File: config.mk
export PLATFORM = sky130hd
export DESIGN_NAME = ps2_host_tx
export DESIGN_NICKNAME = d
export VERILOG_FILES = /design/src/rtl/ps2_host_tx.sv
export SDC_FILE = /design/constraint.sdc
export NUM_CORES = 1
export LEC_CHECK = 0
export CORE_MARGIN = 2
export CORE_UTILIZATION = 59
export DETAILED_ROUTE_END_ITERATION = 16
export MAX_ROUTING_LAYER = met4
export PLACE_DENSITY = 0.79
export SYNTH_ARGS = -nofsm -noshare
export SYNTH_HDL_FRONTEND = slang
export SYNTH_SLANG_ARGS = --single-unit
File: constraint.sdc
create_clock -name clk_sys -period 2.2 [get_ports clk_sys]
set_clock_uncertainty 0.15 [all_clocks]
set_input_delay 0.22 -clock clk_sys [delete_from_list [all_inputs] [get_ports clk_sys]]
set_output_delay 0.22 -clock clk_sys [all_outputs]
set_load 0.005 [all_outputs]
File: src/rtl/ps2_host_tx.sv
// PS/2 host-to-device byte transmitter: clock inhibit, request-to-send, 8 data bits, odd parity, stop, ACK check.
// Latency: INHIBIT_US of clock inhibit, then paced by the device clock; ends with a done or err pulse, or err at the TIMEOUT_MS limit.
// Backpressure: a tx_req is accepted only in IDLE; while busy=1 further requests are dropped.
module ps2_host_tx #(
  parameter int CLK_KHZ    = 96000,
  parameter int INHIBIT_US = 100,
  parameter int TIMEOUT_MS = 15
) (
  input  logic       clk_sys,
  input  logic       rst_n,
  input  logic [7:0] tx_data,
  input  logic       tx_req,
  output logic       busy,
  output logic       done,
  output logic       err,
  input  logic       ps2_clk_in,
  input  logic       ps2_data_in,
  output logic       ps2_clk_oe,
  output logic       ps2_data_oe
);

  localparam int INH_CYC = INHIBIT_US * CLK_KHZ / 1000;
  localparam int TO_CYC  = TIMEOUT_MS * CLK_KHZ;
  localparam int IW      = $clog2(INH_CYC + 1);
  localparam int TW_RAW  = $clog2(TO_CYC + 1);
  localparam int TW      = (TW_RAW > 21) ? TW_RAW : 21;

  localparam logic [IW-1:0] INH_LAST = IW'(INH_CYC - 1);
  localparam logic [IW-1:0] INH_PRE  = IW'(INH_CYC - 2);
  localparam logic [TW-1:0] TO_LAST  = TW'(TO_CYC - 1);

  typedef enum logic [2:0] {
    IDLE    = 3'd0,
    INHIBIT = 3'd1,
    RTS     = 3'd2,
    BITS    = 3'd3,
    ACK     = 3'd4,
    WAITREL = 3'd5
  } state_t;

  state_t        state, state_n;
  logic [IW-1:0] inh_cnt, inh_cnt_n;
  logic [TW-1:0] to_cnt, to_cnt_n;
  logic [3:0]    bit_idx, bit_idx_n;
  logic [7:0]    data_q, data_n;
  logic          par_q, par_n;
  logic          busy_n, done_n, err_n, clk_oe_n, data_oe_n;

  logic clk_s1, clk_s2, clk_q;
  logic dat_s1, dat_s2;
  logic fall;

  // Two-flop synchronizers on the open-drain lines plus a delayed clock copy for edge detection.
  // Reset to 1 (idle bus level) so leaving reset cannot fake a falling edge.
  always_ff @(posedge clk_sys or negedge rst_n) begin
    if (!rst_n) begin
      clk_s1 <= 1'b1;
      clk_s2 <= 1'b1;
      clk_q  <= 1'b1;
      dat_s1 <= 1'b1;
      dat_s2 <= 1'b1;
    end else begin
      clk_s1 <= ps2_clk_in;
      clk_s2 <= clk_s1;
      clk_q  <= clk_s2;
      dat_s1 <= ps2_data_in;
      dat_s2 <= dat_s1;
    end
  end

  assign fall = clk_q & ~clk_s2;

  // Next-state and next-output logic; every output is registered below so the line drivers never glitch.
  always_comb begin
    state_n   = state;
    inh_cnt_n = inh_cnt;
    to_cnt_n  = (state == IDLE) ? '0 : to_cnt + 1'b1;
    bit_idx_n = bit_idx;
    data_n    = data_q;
    par_n     = par_q;
    busy_n    = busy;
    done_n    = 1'b0;
    err_n     = 1'b0;
    clk_oe_n  = 1'b0;
    data_oe_n = ps2_data_oe;

    case (state)
      IDLE: begin
        busy_n    = 1'b0;
        data_oe_n = 1'b0;
        if (tx_req) begin
          data_n    = tx_data;
          par_n     = ~^tx_data;
          inh_cnt_n = '0;
          to_cnt_n  = '0;
          busy_n    = 1'b1;
          clk_oe_n  = 1'b1;
          data_oe_n = (INH_CYC == 1);
          state_n   = INHIBIT;
        end
      end
      INHIBIT: begin
        // Device edges are meaningless while the clock is held low, so fall is not looked at here.
        if (inh_cnt == INH_LAST) begin
          data_oe_n = 1'b1;
          state_n   = RTS;
        end else begin
          inh_cnt_n = inh_cnt + 1'b1;
          clk_oe_n  = 1'b1;
          // Start bit goes low one cycle before the clock is released.
          if (inh_cnt == INH_PRE) data_oe_n = 1'b1;
        end
      end
      RTS: begin
        data_oe_n = 1'b1;
        if (fall) begin
          bit_idx_n = '0;
          state_n   = BITS;
        end
      end
      BITS: begin
        if (fall) begin
          bit_idx_n = bit_idx + 1'b1;
          if (bit_idx < 4'd8) begin
            data_oe_n = ~data_q[bit_idx[2:0]];
          end else if (bit_idx == 4'd8) begin
            data_oe_n = ~par_q;
          end else begin
            data_oe_n = 1'b0;
            state_n   = ACK;
          end
        end
      end
      ACK: begin
        data_oe_n = 1'b0;
        if (fall) begin
          if (dat_s2) begin
            err_n   = 1'b1;
            busy_n  = 1'b0;
            state_n = IDLE;
          end else begin
            state_n = WAITREL;
          end
        end
      end
      WAITREL: begin
        data_oe_n = 1'b0;
        if (clk_s2 && dat_s2) begin
          done_n  = 1'b1;
          busy_n  = 1'b0;
          state_n = IDLE;
        end
      end
      default: begin
        busy_n    = 1'b0;
        data_oe_n = 1'b0;
        state_n   = IDLE;
      end
    endcase

    // Timeout overrides whatever the state machine decided, including a done in the same cycle.
    if ((state != IDLE) && (to_cnt == TO_LAST)) begin
      state_n   = IDLE;
      clk_oe_n  = 1'b0;
      data_oe_n = 1'b0;
      done_n    = 1'b0;
      err_n     = 1'b1;
      busy_n    = 1'b0;
    end
  end

  // State, counters and registered outputs; reset releases both lines asynchronously.
  always_ff @(posedge clk_sys or negedge rst_n) begin
    if (!rst_n) begin
      state       <= IDLE;
      inh_cnt     <= '0;
      to_cnt      <= '0;
      bit_idx     <= '0;
      data_q      <= '0;
      par_q       <= 1'b0;
      busy        <= 1'b0;
      done        <= 1'b0;
      err         <= 1'b0;
      ps2_clk_oe  <= 1'b0;
      ps2_data_oe <= 1'b0;
    end else begin
      state       <= state_n;
      inh_cnt     <= inh_cnt_n;
      to_cnt      <= to_cnt_n;
      bit_idx     <= bit_idx_n;
      data_q      <= data_n;
      par_q       <= par_n;
      busy        <= busy_n;
      done        <= done_n;
      err         <= err_n;
      ps2_clk_oe  <= clk_oe_n;
      ps2_data_oe <= data_oe_n;
    end
  end

endmodule

# --- Yosys cells after proc, flatten, opt, wreduce, memory -nomap -nowiden ---
# Cells that the tools add are included.
word_totals:
  reg_bits: 61
  in_bits: 13
  out_inout_bits: 5
  wordCells: 108
op_classes:
  n_addsub: 3
  n_lt_le_gt_ge: 2
  eq_ne: 24
  muxes: 45
  bitwise: 4
  n_reduce_logical: 14
ops:
  columns: ["operator", "count"]
  rows:
  - ["$mux 21", 3]
  - ["$mux 3", 10]
  - ["$eq 14x14->1 const B", 2]
  - ["$mux 14", 2]
  - ["$pmux 14 s2", 1]
  - ["$ne 3x3->1 const B", 8]
  - ["$add 21x1->21 const B", 1]
  - ["$eq 21x21->1 const B", 1]
  - ["$mux 1", 21]
  - ["$pmux 3 s6", 1]
  - ["$add 14x1->14 const B", 1]
  - ["$mux 4", 2]
  - ["$ne 2x2->1 const B", 4]
  - ["$pmux 4 s2", 1]
  - ["$reduce_and 8->1", 1]
  - ["$reduce_xnor 8->1", 1]
  - ["$eq 3x2->1 const B", 2]
  - ["$eq 3x3->1 const B", 2]
  - ["$reduce_and 3->1", 2]
  - ["$add 4x1->4 const B", 1]
  - ["$eq 4x4->1 const B", 1]
  - ["$lt 3x4->1 const B", 1]
  - ["$lt 4x4->1 const B", 1]
  - ["$ne 4x4->1 const B", 1]
  - ["16 further kinds", 21]

# --- Logic depth before layout (Yosys ltp) ---
# Gate-level depths: netlist of the first run.
depth:
  word_depth: 7
  mapped_depth: 7
  mapped_depth_nobuf: 7

# --- Least setup slack after synthesis of the first run ---
# OpenSTA, ideal clock, no wires.
synth_timing:
  path_type: "reg-to-reg"
  startpoint: "register to_cnt[11]"
  endpoint: "register state[0]"
  setup_time_ns: 0.133
  t_arrival_ns: 1.443
  required_time_ns: 1.917
  setup_slack_ns: 0.475
  stages_incl_launch_ff: 8
  path_buffers: 2
  period_less_slack_ns: 1.725
  path_cell_list: "dfrtp_1 > buf_2 > nor4bb_1 > and4b_1 > and4_1 > buf_4 > a311oi_1 > a211oi_2"
synth_via:
  elab_chain_cells: 4
  elab_cells_between_ends: 12
  cone_classes: "9 x eq/ne; 1 x mux; 2 x reduce/logical"
synth_rtl:
  columns: ["element", "line_no", "source"]
  rows:
  - ["start: declaration", "43", "logic [TW-1:0] to_cnt, to_cnt_n;"]
  - ["start signal: assignment", "189", "to_cnt <= to_cnt_n;"]
  - ["$eq 21x21->1 (*)", "162", "if ((state != IDLE) && (to_cnt == TO_LAST)) begin"]
  - ["$logic_and 1x1->1 (*)", "162", null]
  - ["$ne 3x3->1 (no source line) or $ne 3x2->1 (tied branches)", null, null]
  - ["$reduce_and 8->1 (no source line)", null, null]
  - ["end signal: assignment", "187", "state <= state_n;"]
  - ["end: declaration", "41", "state_t state, state_n;"]
# Mark *: on every way between the ends. The rest lies on a longest branch, timed or not.
# A chain may end at the register's enable or synchronous reset.

# --- Worst setup path in the final report of the first run ---
layout_timing:
  startpoint: "register inh_cnt[7]"
  endpoint: "register inh_cnt[12]"
layout_via:
  elab_chain_cells: 3
  elab_cells_between_ends: 6
  cone_classes: "1 x add/sub; 2 x eq/ne; 2 x mux; 1 x reduce/logical"
layout_rtl:
  columns: ["element", "line_no", "source"]
  rows:
  - ["start: declaration", "42", "logic [IW-1:0] inh_cnt, inh_cnt_n;"]
  - ["start signal: assignment", "188", "inh_cnt <= inh_cnt_n;"]
  - ["$add 14x1->14 or $eq 14x14->1 (tied branches)", "108, 104", null]
  - ["$mux 14 or $ne 2x2->1 (tied branches)", null, null]
  - ["$pmux 14 s2 or $reduce_and 3->1 (tied branches)", null, null]
# Parallel ways exist; a longest one is shown, timed or not. The select of a mux whose other input is x is not followed.

==> flow_metrics.tcl, run 1 <==
set metrics [dict create \
    post-dp-hpwl_mm 3.991 \
    finalHoldViolations 0 \
    wirelength_mm 5.786 \
    avgSynthCellArea_sq_um 10.09 \
    end_kind "register" \
    grt_antenna_before_repair 0 \
    synth_top_cell_area_share 0.4423 \
    highest_layer "met4" \
    tightest_slew_ns 0.4338 \
    htreeDepth 3 \
    cts_resized 0 \
    crit_top_cell "nand4_1" \
    ir_worst_vdd_v 0.0005259 \
    viasPerCell 5.533 \
    clock_latency_ns 0.34 \
    grt_pass1_vias 2249 \
    power_density_mw_per_mm2 615.4 \
    postCtsHoldBufs 1 \
    fp.coreArea_sq_mm 0.005140 \
    drv_slew 0 \
    multiInputGateArea_sq_mm 0.001539 \
    die_y_um 77.28 \
    fin_cells 411 \
    async_flop_share 1.000 \
    antenna_cells 0 \
    rsz0062_at_grt "no" \
    drive_gt1_frac 0.1349 \
    track_usage 0.2257 \
    nFillCells 401 \
    hold_path_class "input port to async pin" \
    maxCapViolCount 0 \
    setup_violations 0 \
    routabilityCongestion 0.8235 \
    netlist_top_cells_area "dfrtp_1 (44%), xor2_1 (5.8%), nand2_1 (5.0%)" \
    cts_setup_buffers 0 \
    fp.dieW_um 77.28 \
    seqCellArea_sq_mm 0.001533 \
    clkTransAtPathRegs_ns 0.07 \
    grt_pass1_wl_mm 10.25 \
    overflow 0 \
    area_growth_pct 14.81 \
    drc_errors 0 \
    cts-root-buf "clkbuf_8" \
    slew_headroom 0.7105 \
    io_pins 18 \
    yosysTopAreaCell "dfrtp_1" \
    fin_crit_ns 1.995 \
    dr_total_vias 2274 \
    cts_inserted_buffers 9 \
    wl_met2_mm 2.730 \
    crit_arrival_ns 2.07 \
    synthCells 314 \
    cts_tree "done" \
    wl_met1_mm 2.786 \
    fmax_mhz 501.3 \
    wl_per_cell_um 14.08 \
    drtPass1Iterations 4 \
    synth_ff_type "dfrtp_1" \
    yosys_warnings 0 \
    cpMaxStageDelayCell "dfrtp_1" \
    cpPeakStageDelay_ns 0.44 \
    dp.cells 394 \
    finalNetCount 354 \
    final_antenna_net_count 0 \
    clockBufferDepth 2 \
    ys_types 54 \
    cts.sinks 61 \
    timing.hold.ws_ns 0.05926 \
    start_util 0.6164 \
    worstPathCellList "nor4b_2 -> nand4_1 -> buf_4 -> nand4_1 -> xor2_1 -> nor2_1" \
    syn_nets 332 \
    criticalPathCategory "register to register" \
    syn_area_sq_mm 0.003168 \
    status "finished clean" \
    synth_edf_count 0 \
    portBuffers 17 \
    worstSetupStartpointType "register" \
    cp.required_ns 2.27 \
    grt_max_degree 38 \
    leakage_nw 1.606 \
    yosysMostFrequentCell "dfrtp_1" \
    num_rows 26 \
    ys_seq_area_frac 0.4838 \
    synth_common_cells "dfrtp_1 (56), nand2_1 (42), nor2_1 (36), xor2_1 (21)" \
    first_iter_violations 134 \
    synth_seq_cells 61 \
    die_area_sq_mm 0.005971 \
    critPathMaxFanout 8 \
    wl_met3_um 236 \
    period_share 0.9067 \
    finalSetupTns_ns 0 \
]
-- flip-flops by register name, summed over array words and instances (netlist names), 3 cells and up --
signal,flops
bit_idx,4
to_cnt,21
inh_cnt,14
data_q,8
state,3
-- cells by family (layout without fill, tap and decap cells) --
| group | count (synthesis) | count (layout) | share of synthesized area |
|---|---|---|---|
| AND/OR/NAND/NOR | 158 | 158 | 0.2844 |
| buffers and inverters | 21 | 48 | 0.03041 |
| AO/OA/AOI/OAI | 30 | 30 | 0.06438 |
| flip-flops | 61 | 61 | 0.4838 |
| XOR/XNOR | 36 | 36 | 0.09953 |
| multiplexers | 3 | 3 | 0.01777 |
| adder cells (fa/ha/maj) | 5 | 5 | 0.01975 |
-- per-stage QoR --
step	worst slack [ns]	power (mW)	cell area [sq um]	util
global placement	0.2899	1.231	3416	0.6646
global route	0.03340	2.327	3637	0.7076
floorplan	0.4747	1.177	3168	-
detailed placement	0.2392	1.233	3416	0.6646
finish	0.2053	2.238	3637	0.7076
CTS	0.1880	2.266	3637	0.7076
-- metal layers --
metal	GRT usage	vias to the layer above
met4	0.07857	0
met2	0.3365	53
met3	0.07882	4
li1	-	1131
met1	0.2883	1086
met5	-	-
-- final cells by class --
class / instances / share of cell area
multi-input combinational: 232 / 0.4231
clock buffer: 13 / 0.04644
sequential: 61 / 0.4214
inverter: 7 / 0.007224
tap: 70 / 0.02408
clock inverter: 3 / 0.01170
timing repair buffer: 25 / 0.06605
-- cell usage in the layout (no fill, tap or decap), types with 7 or more instances in the layout --
cell type        synthesis  layout
clkbuf_8                 0      12
xnor2_1                 15      15
nor2_1                  36      36
inv_1                    7       7
dfrtp_1                 56      56
o21ai_0                  9       9
nand3_1                 15      15
nand2_1                 42      42
clkdlybuf4s50_1          0      16
xor2_1                  21      21
nand4_1                 11      11
-- worst max-delay path, delay by kind of cell, from the launching register on --
family	cells	cell delay, ns
flops	1	0.44
xor+xnor	1	0.18
buf+inv	1	0.25
simple gates	4	0.85
-- power by group --
| part | switching (mW) | internal, mW | leakage [nW] | total [mW] |
|---|---|---|---|---|
| sequential | 0.00289 | 1.13 | 0.795 | 1.13 |
| combinational | 0.0397 | 0.0388 | 0.705 | 0.0786 |
| clock | 0.413 | 0.614 | 0.106 | 1.03 |
| total | 0.455 | 1.78 | 1.61 | 2.24 |
-- path summary, 6_finish.rpt --
check,startpoint,to,slack (ns),cells past startpoint
worst max-delay path,inh_cnt[7],inh_cnt[12],0.21,6
worst min-delay path,rst_n,inh_cnt[5],0.06,2
worst max register to register,inh_cnt[7],inh_cnt[12],0.21,6
worst min register to register,clk_s1,clk_s2,0.21,0
max in group asynchronous,rst_n,to_cnt[11],1.36,3
min in group clk_sys,ps2_data_in,dat_s1,0.14,1
Note: power is estimated with default switching activity, not from simulation.
==> run 2: changes to the inputs <==
Clock period 2.2 ns to 2.3 ns, I/O delays scaled along.
==> run 2 against run 1 <==
  * Register-to-register slack improved by 0.14 ns
  * Final area fell by 1.3%
  * Wire length rose by 5.5%
  * Combinational power fell by 6.5%
  * Setup slack improved by 0.14 ns
  * Critical path depth did not move
  * Clock power fell by 18%
  * Non-clock buffer count fell by 1
  * Die area did not move
==> flow_metrics.tcl, run 2 (synthesis results as in run 1) <==
set metrics [dict create \
    overflow 0 \
    tightest_slew_ns 0.6276 \
    drc_errors 0 \
    portBuffers 17 \
    finalNetCount 353 \
    wirelength_mm 6.107 \
    reg2reg_depth 6 \
    end_kind "register" \
    whs_path_depth 1 \
    p_sw_frac 0.2177 \
    seqPwrFrac 0.541 \
    grt_pass1_vias 2315 \
    power_density_mw_per_mm2 558.1 \
    viasPerCell 5.705 \
    mostFrequentLayoutCells "dfrtp_1 (56), nand2_1 (42), nor2_1 (36)" \
    status "finished clean" \
    intPower_mw 1.567 \
    wl_per_cell_um 14.90 \
    io_pins 18 \
    fmax_mhz 512.2 \
    period_share 0.8489 \
    cts_inserted_buffers 9 \
    reg.largest.list "to_cnt x21, inh_cnt x14, data_q x8" \
    critPathMaxFanout 8 \
    final_antenna_net_count 0 \
    die_y_um 77.28 \
    antenna_cells 0 \
    grtUsageMet3 0.05647 \
    fp.dieW_um 77.28 \
    htreeDepth 3 \
    cts-root-buf "clkbuf_8" \
    largest_reg_flops 21 \
    grtUsageMet2 0.3696 \
    fin_crit_ns 1.952 \
    r2r_setup_slack_ns 0.35 \
    drv_slew 0 \
    area_growth_pct 13.31 \
    ir_worst_vdd_v 0.0004517 \
    cts_tree "done" \
    hold_path_class "input port to register" \
    start_util 0.6164 \
    fp.coreArea_sq_mm 0.005140 \
    nFillCells 417 \
    power.clock.fraction 0.422 \
    post-dp-hpwl_mm 4.329 \
    track_usage 0.2335 \
    worstSetupStartpointType "register" \
    crit_arrival_ns 2.03 \
    power.total_mw 2.003 \
    whs_endpoint "clk_s1" \
    switchingPower_mw 0.4361 \
    leakage_nw 1.583 \
    p_comb_frac 0.037 \
    grt_use_met1 0.2907 \
    clockBufferDepth 2 \
    drtPass1Iterations 4 \
    final_common_cell "dfrtp_1" \
    worstHoldStart "ps2_clk_in" \
    slew_headroom 0.5816 \
    clkTransAtPathRegs_ns 0.06 \
    cts.sinks 61 \
    die_area_sq_mm 0.005971 \
    rsz0062_at_grt "no" \
    maxCapViolCount 0 \
    fin_util 0.6984 \
    num_rows 26 \
    timing.rr.start "inh_cnt[9]" \
    grt_max_degree 36 \
    dr_total_vias 2339 \
    routabilityCongestion 0.8808 \
    criticalPathCategory "register to register" \
    startpoint "inh_cnt[9]" \
    finalSetupTns_ns 0 \
    grt_antenna_before_repair 0 \
    largest-register "to_cnt" \
    cp.required_ns 2.38 \
    first_iter_violations 110 \
    clock_latency_ns 0.34 \
    drive_gt1_frac 0.1235 \
    setup_violations 0 \
    finalHoldViolations 0 \
    reg2reg_to "inh_cnt[12]" \
    grt_pass1_wl_mm 10.60 \
    gr-max-usage-layer "met2" \
]
## run 2: worst max-delay path: stages (launching register included)
cell and delay [ns]:
dfrtp_1 0.42, nor4b_2 0.41, nand4_1 0.29, buf_4 0.26, nand4_1 0.11, xor2_1 0.15
nor2_1 0.06
## run 2: how the worst max path moves through the flow
stage               slack, ns     endpoint
global route             0.22   inh_cnt[7]
CTS                      0.36   inh_cnt[8]
global placement         0.44   inh_cnt[9]
detailed placement       0.37  inh_cnt[12]
finish                   0.35  inh_cnt[12]
floorplan                0.57     state[0]
## run 2: stage by stage
step / instance area [sq um] / setup WS (ns) / cells / hold WS (ns)
finish: 3590 / 0.3475 / 410 / 0.1437
global route: 3590 / 0.2190 / 410 / 0.1384
CTS: 3590 / 0.3584 / 410 / 0.1393
detailed placement: 3408 / 0.3696 / 393 / 0.1347
global placement: 3408 / 0.4357 / 393 / 0.1294
floorplan: 3168 / 0.5747 / 314 / -0.2156
## run 2: final cells by class
cell class / count / area (sq um) / area share
timing repair buffer: 24 / 232.7 / 0.06483
tap: 70 / 87.58 / 0.02440
clock buffer: 15 / 166.4 / 0.04636
sequential: 61 / 1533 / 0.4270
clock inverter: 1 / 5.005 / 0.001394
multi-input combinational: 232 / 1539 / 0.4287
inverter: 7 / 26.28 / 0.007320
## run 2: layer usage
layer / vias up / wire length (um)
met5: - / 0
met4: 0 / 92
met3: 8 / 173
met2: 32 / 3031
met1: 1172 / 2810
li1: 1127 / -
## run 2: power groups by stage
stage	Sequential (mW)	Clock, mW	Combinational (mW)
after floorplan	1.10	0	0.0229
after global placement	1.10	0	0.0729
after detailed placement	1.10	0	0.0743
after CTS	1.08	0.855	0.0758
after global routing	1.08	0.902	0.0815
final	1.08	0.846	0.0735
## run 2: repair_timing
item	4_1_cts	5_1_grt
hold buffers	1	0
hold endpoints to repair	22	0
buffers inserted	0	0
resized for setup	0	0
==> run 3: changes to the inputs <==
Settings changed: CORE_UTILIZATION 59 to 54, PLACE_DENSITY 0.79 to 0.76.
Clock period 2.3 ns to 1.6 ns, I/O delays scaled along.
==> run 3 against run 2 <==
  * The run now ends with setup timing left
  * Critical path depth unchanged
  * Final area increased by 22%
  * Die area increased by 8.8%
  * Sequential power increased by 44%
  * Clock-buffer cell count decreased by 3
  * Sequential share of layout area decreased by 7.6 points
  * Final cell count increased by 17%
  * Setup slack got worse by 0.53 ns
  * Critical endpoint is now state[1]
  * Highest routed layer unchanged
==> flow_metrics.tcl, run 3 (synthesis results as in run 1) <==
set metrics [dict create \
    ir_worst_vdd_v 0.0006150 \
    fmax_mhz 560.8 \
    portBuffers 17 \
    critPathMaxFanout 12 \
    drv_slew 0 \
    reg.largest.list "to_cnt x21, inh_cnt x14, data_q x8" \
    clkTransAtPathRegs_ns 0.07 \
    finalNetCount 422 \
    final_antenna_net_count 0 \
    setup_violations 28 \
    num_rows 27 \
    clockBufferDepth 2 \
    timing.rr.start "inh_cnt[7]" \
    violations "setup timing" \
    htreeDepth 3 \
    grt_antenna_before_repair 0 \
    postLayoutCellArea_sq_mm 0.004377 \
    area_growth_pct 38.15 \
    clock_latency_ns 0.35 \
    criticalPathCategory "register to register" \
    drc_errors 0 \
    overflow 0 \
    fin_util 0.7852 \
    worstSetupStartpointType "register" \
    cp.required_ns 1.68 \
    mostFrequentLayoutCells "buf_4 (65), dfrtp_1 (54), nand2_1 (40)" \
    drtPass1Iterations 4 \
    cts-root-buf "clkbuf_8" \
    slew_headroom 0.6879 \
    fp.coreArea_sq_mm 0.005574 \
    wl_per_cell_um 17.19 \
    finalHoldViolations 0 \
    power_density_mw_per_mm2 750.3 \
    finalSetupTns_ns -1.798 \
    track_usage 0.2543 \
    drive_gt1_frac 0.3423 \
    grt_pass1_wl_mm 12.19 \
    die_y_um 80.60 \
    cts_tree "done" \
    fin_crit_ns 1.783 \
    fp.dieW_um 80.60 \
    io_pins 18 \
    dpl-instance-area_sq_mm 0.003862 \
    tightest_slew_ns 0.4682 \
    grt_max_degree 27 \
    maxCapViolCount 0 \
    largest-register "to_cnt" \
    final_common_cell "buf_4" \
    largest_reg_flops 21 \
    die_area_sq_mm 0.006496 \
    viasPerCell 5.709 \
    start_util 0.5684 \
    leakage_nw 2.056 \
    startpoint "inh_cnt[7]" \
    hold_path_class "input port to register" \
    wirelength_mm 8.270 \
    post-dp-hpwl_mm 4.717 \
    period_share 1.114 \
    dr_total_vias 2746 \
    rsz0062_at_grt "yes" \
    first_iter_violations 208 \
    fin_ws_ns -0.1831 \
    status "finished, violations left" \
    worstHoldStart "ps2_data_in" \
    antenna_cells 0 \
    routabilityCongestion 0.9091 \
    cts.sinks 61 \
    cts_inserted_buffers 9 \
    crit_arrival_ns 1.87 \
    grt_pass1_vias 2629 \
    end_kind "register" \
]
-- run 3: through the flow --
| stage | hold WS, ns | power, mW | instances | worst slack (ns) |
|---|---|---|---|---|
| 4_1_cts | 0.06788 | 3.274 | 473 | -0.05730 |
| 5_1_grt | 0.07545 | 3.367 | 481 | -0.2823 |
| 3_3_place_gp | -0.01410 | 1.705 | 452 | -0.08225 |
| 2_1_floorplan | -0.2856 | 1.618 | 314 | -0.06448 |
| 3_5_place_dp | -0.01509 | 1.708 | 452 | -0.1332 |
| 6_report | 0.06614 | 3.284 | 481 | -0.1831 |
-- run 3: area by class of cell --
type                       count  area [sq um]
multi-input combinational    232          1698
sequential                    61          1535
fill                         307          1197
timing repair buffer          93         802.0
clock buffer                  12         155.1
tap                           72         90.09
clock inverter                 4         70.07
inverter                       7         26.28
-- run 3: worst max-delay path: stages, from the launching register on --
cell and delay [ns]:
dfrtp_1 0.41, nor4b_4 0.32, nand4_1 0.15, buf_6 0.17
nand2_2 0.12, a31oi_1 0.12, nor3_1 0.24
-- run 3: metal layers --
layer  routed length, um  share of wire  global-route usage
met5                   0              0                   -
met1                3558           0.43              0.3280
met2                4151           0.50              0.3892
met3                 371          0.045             0.05056
met4                 189          0.023              0.1169
-- run 3: power breakdown --
part / internal, mW / switching (mW)
sequential: 1.55 / 0.00631
combinational: 0.0644 / 0.0635
clock: 0.958 / 0.638
-- run 3: worst paths after layout --
path,slack (ns),to,depth (start not counted)
setup / recovery,-0.18,state[1],6
hold / removal,0.07,dat_s1,1
setup reg to reg,-0.18,state[1],6
hold reg to reg,0.21,clk_s2,0
max in group asynchronous,0.62,state[2],3
min in group asynchronous,0.17,bit_idx[0],2
-- run 3: what timing repair did --
item                                    4_1_cts  5_1_grt
hold endpoints to repair                     61        0
setup buffers                                 4        8
pin swaps                                     7       14
endpoints found under the setup margin       32       44
hold buffers                                  1        0
gates resized for setup                      14       30
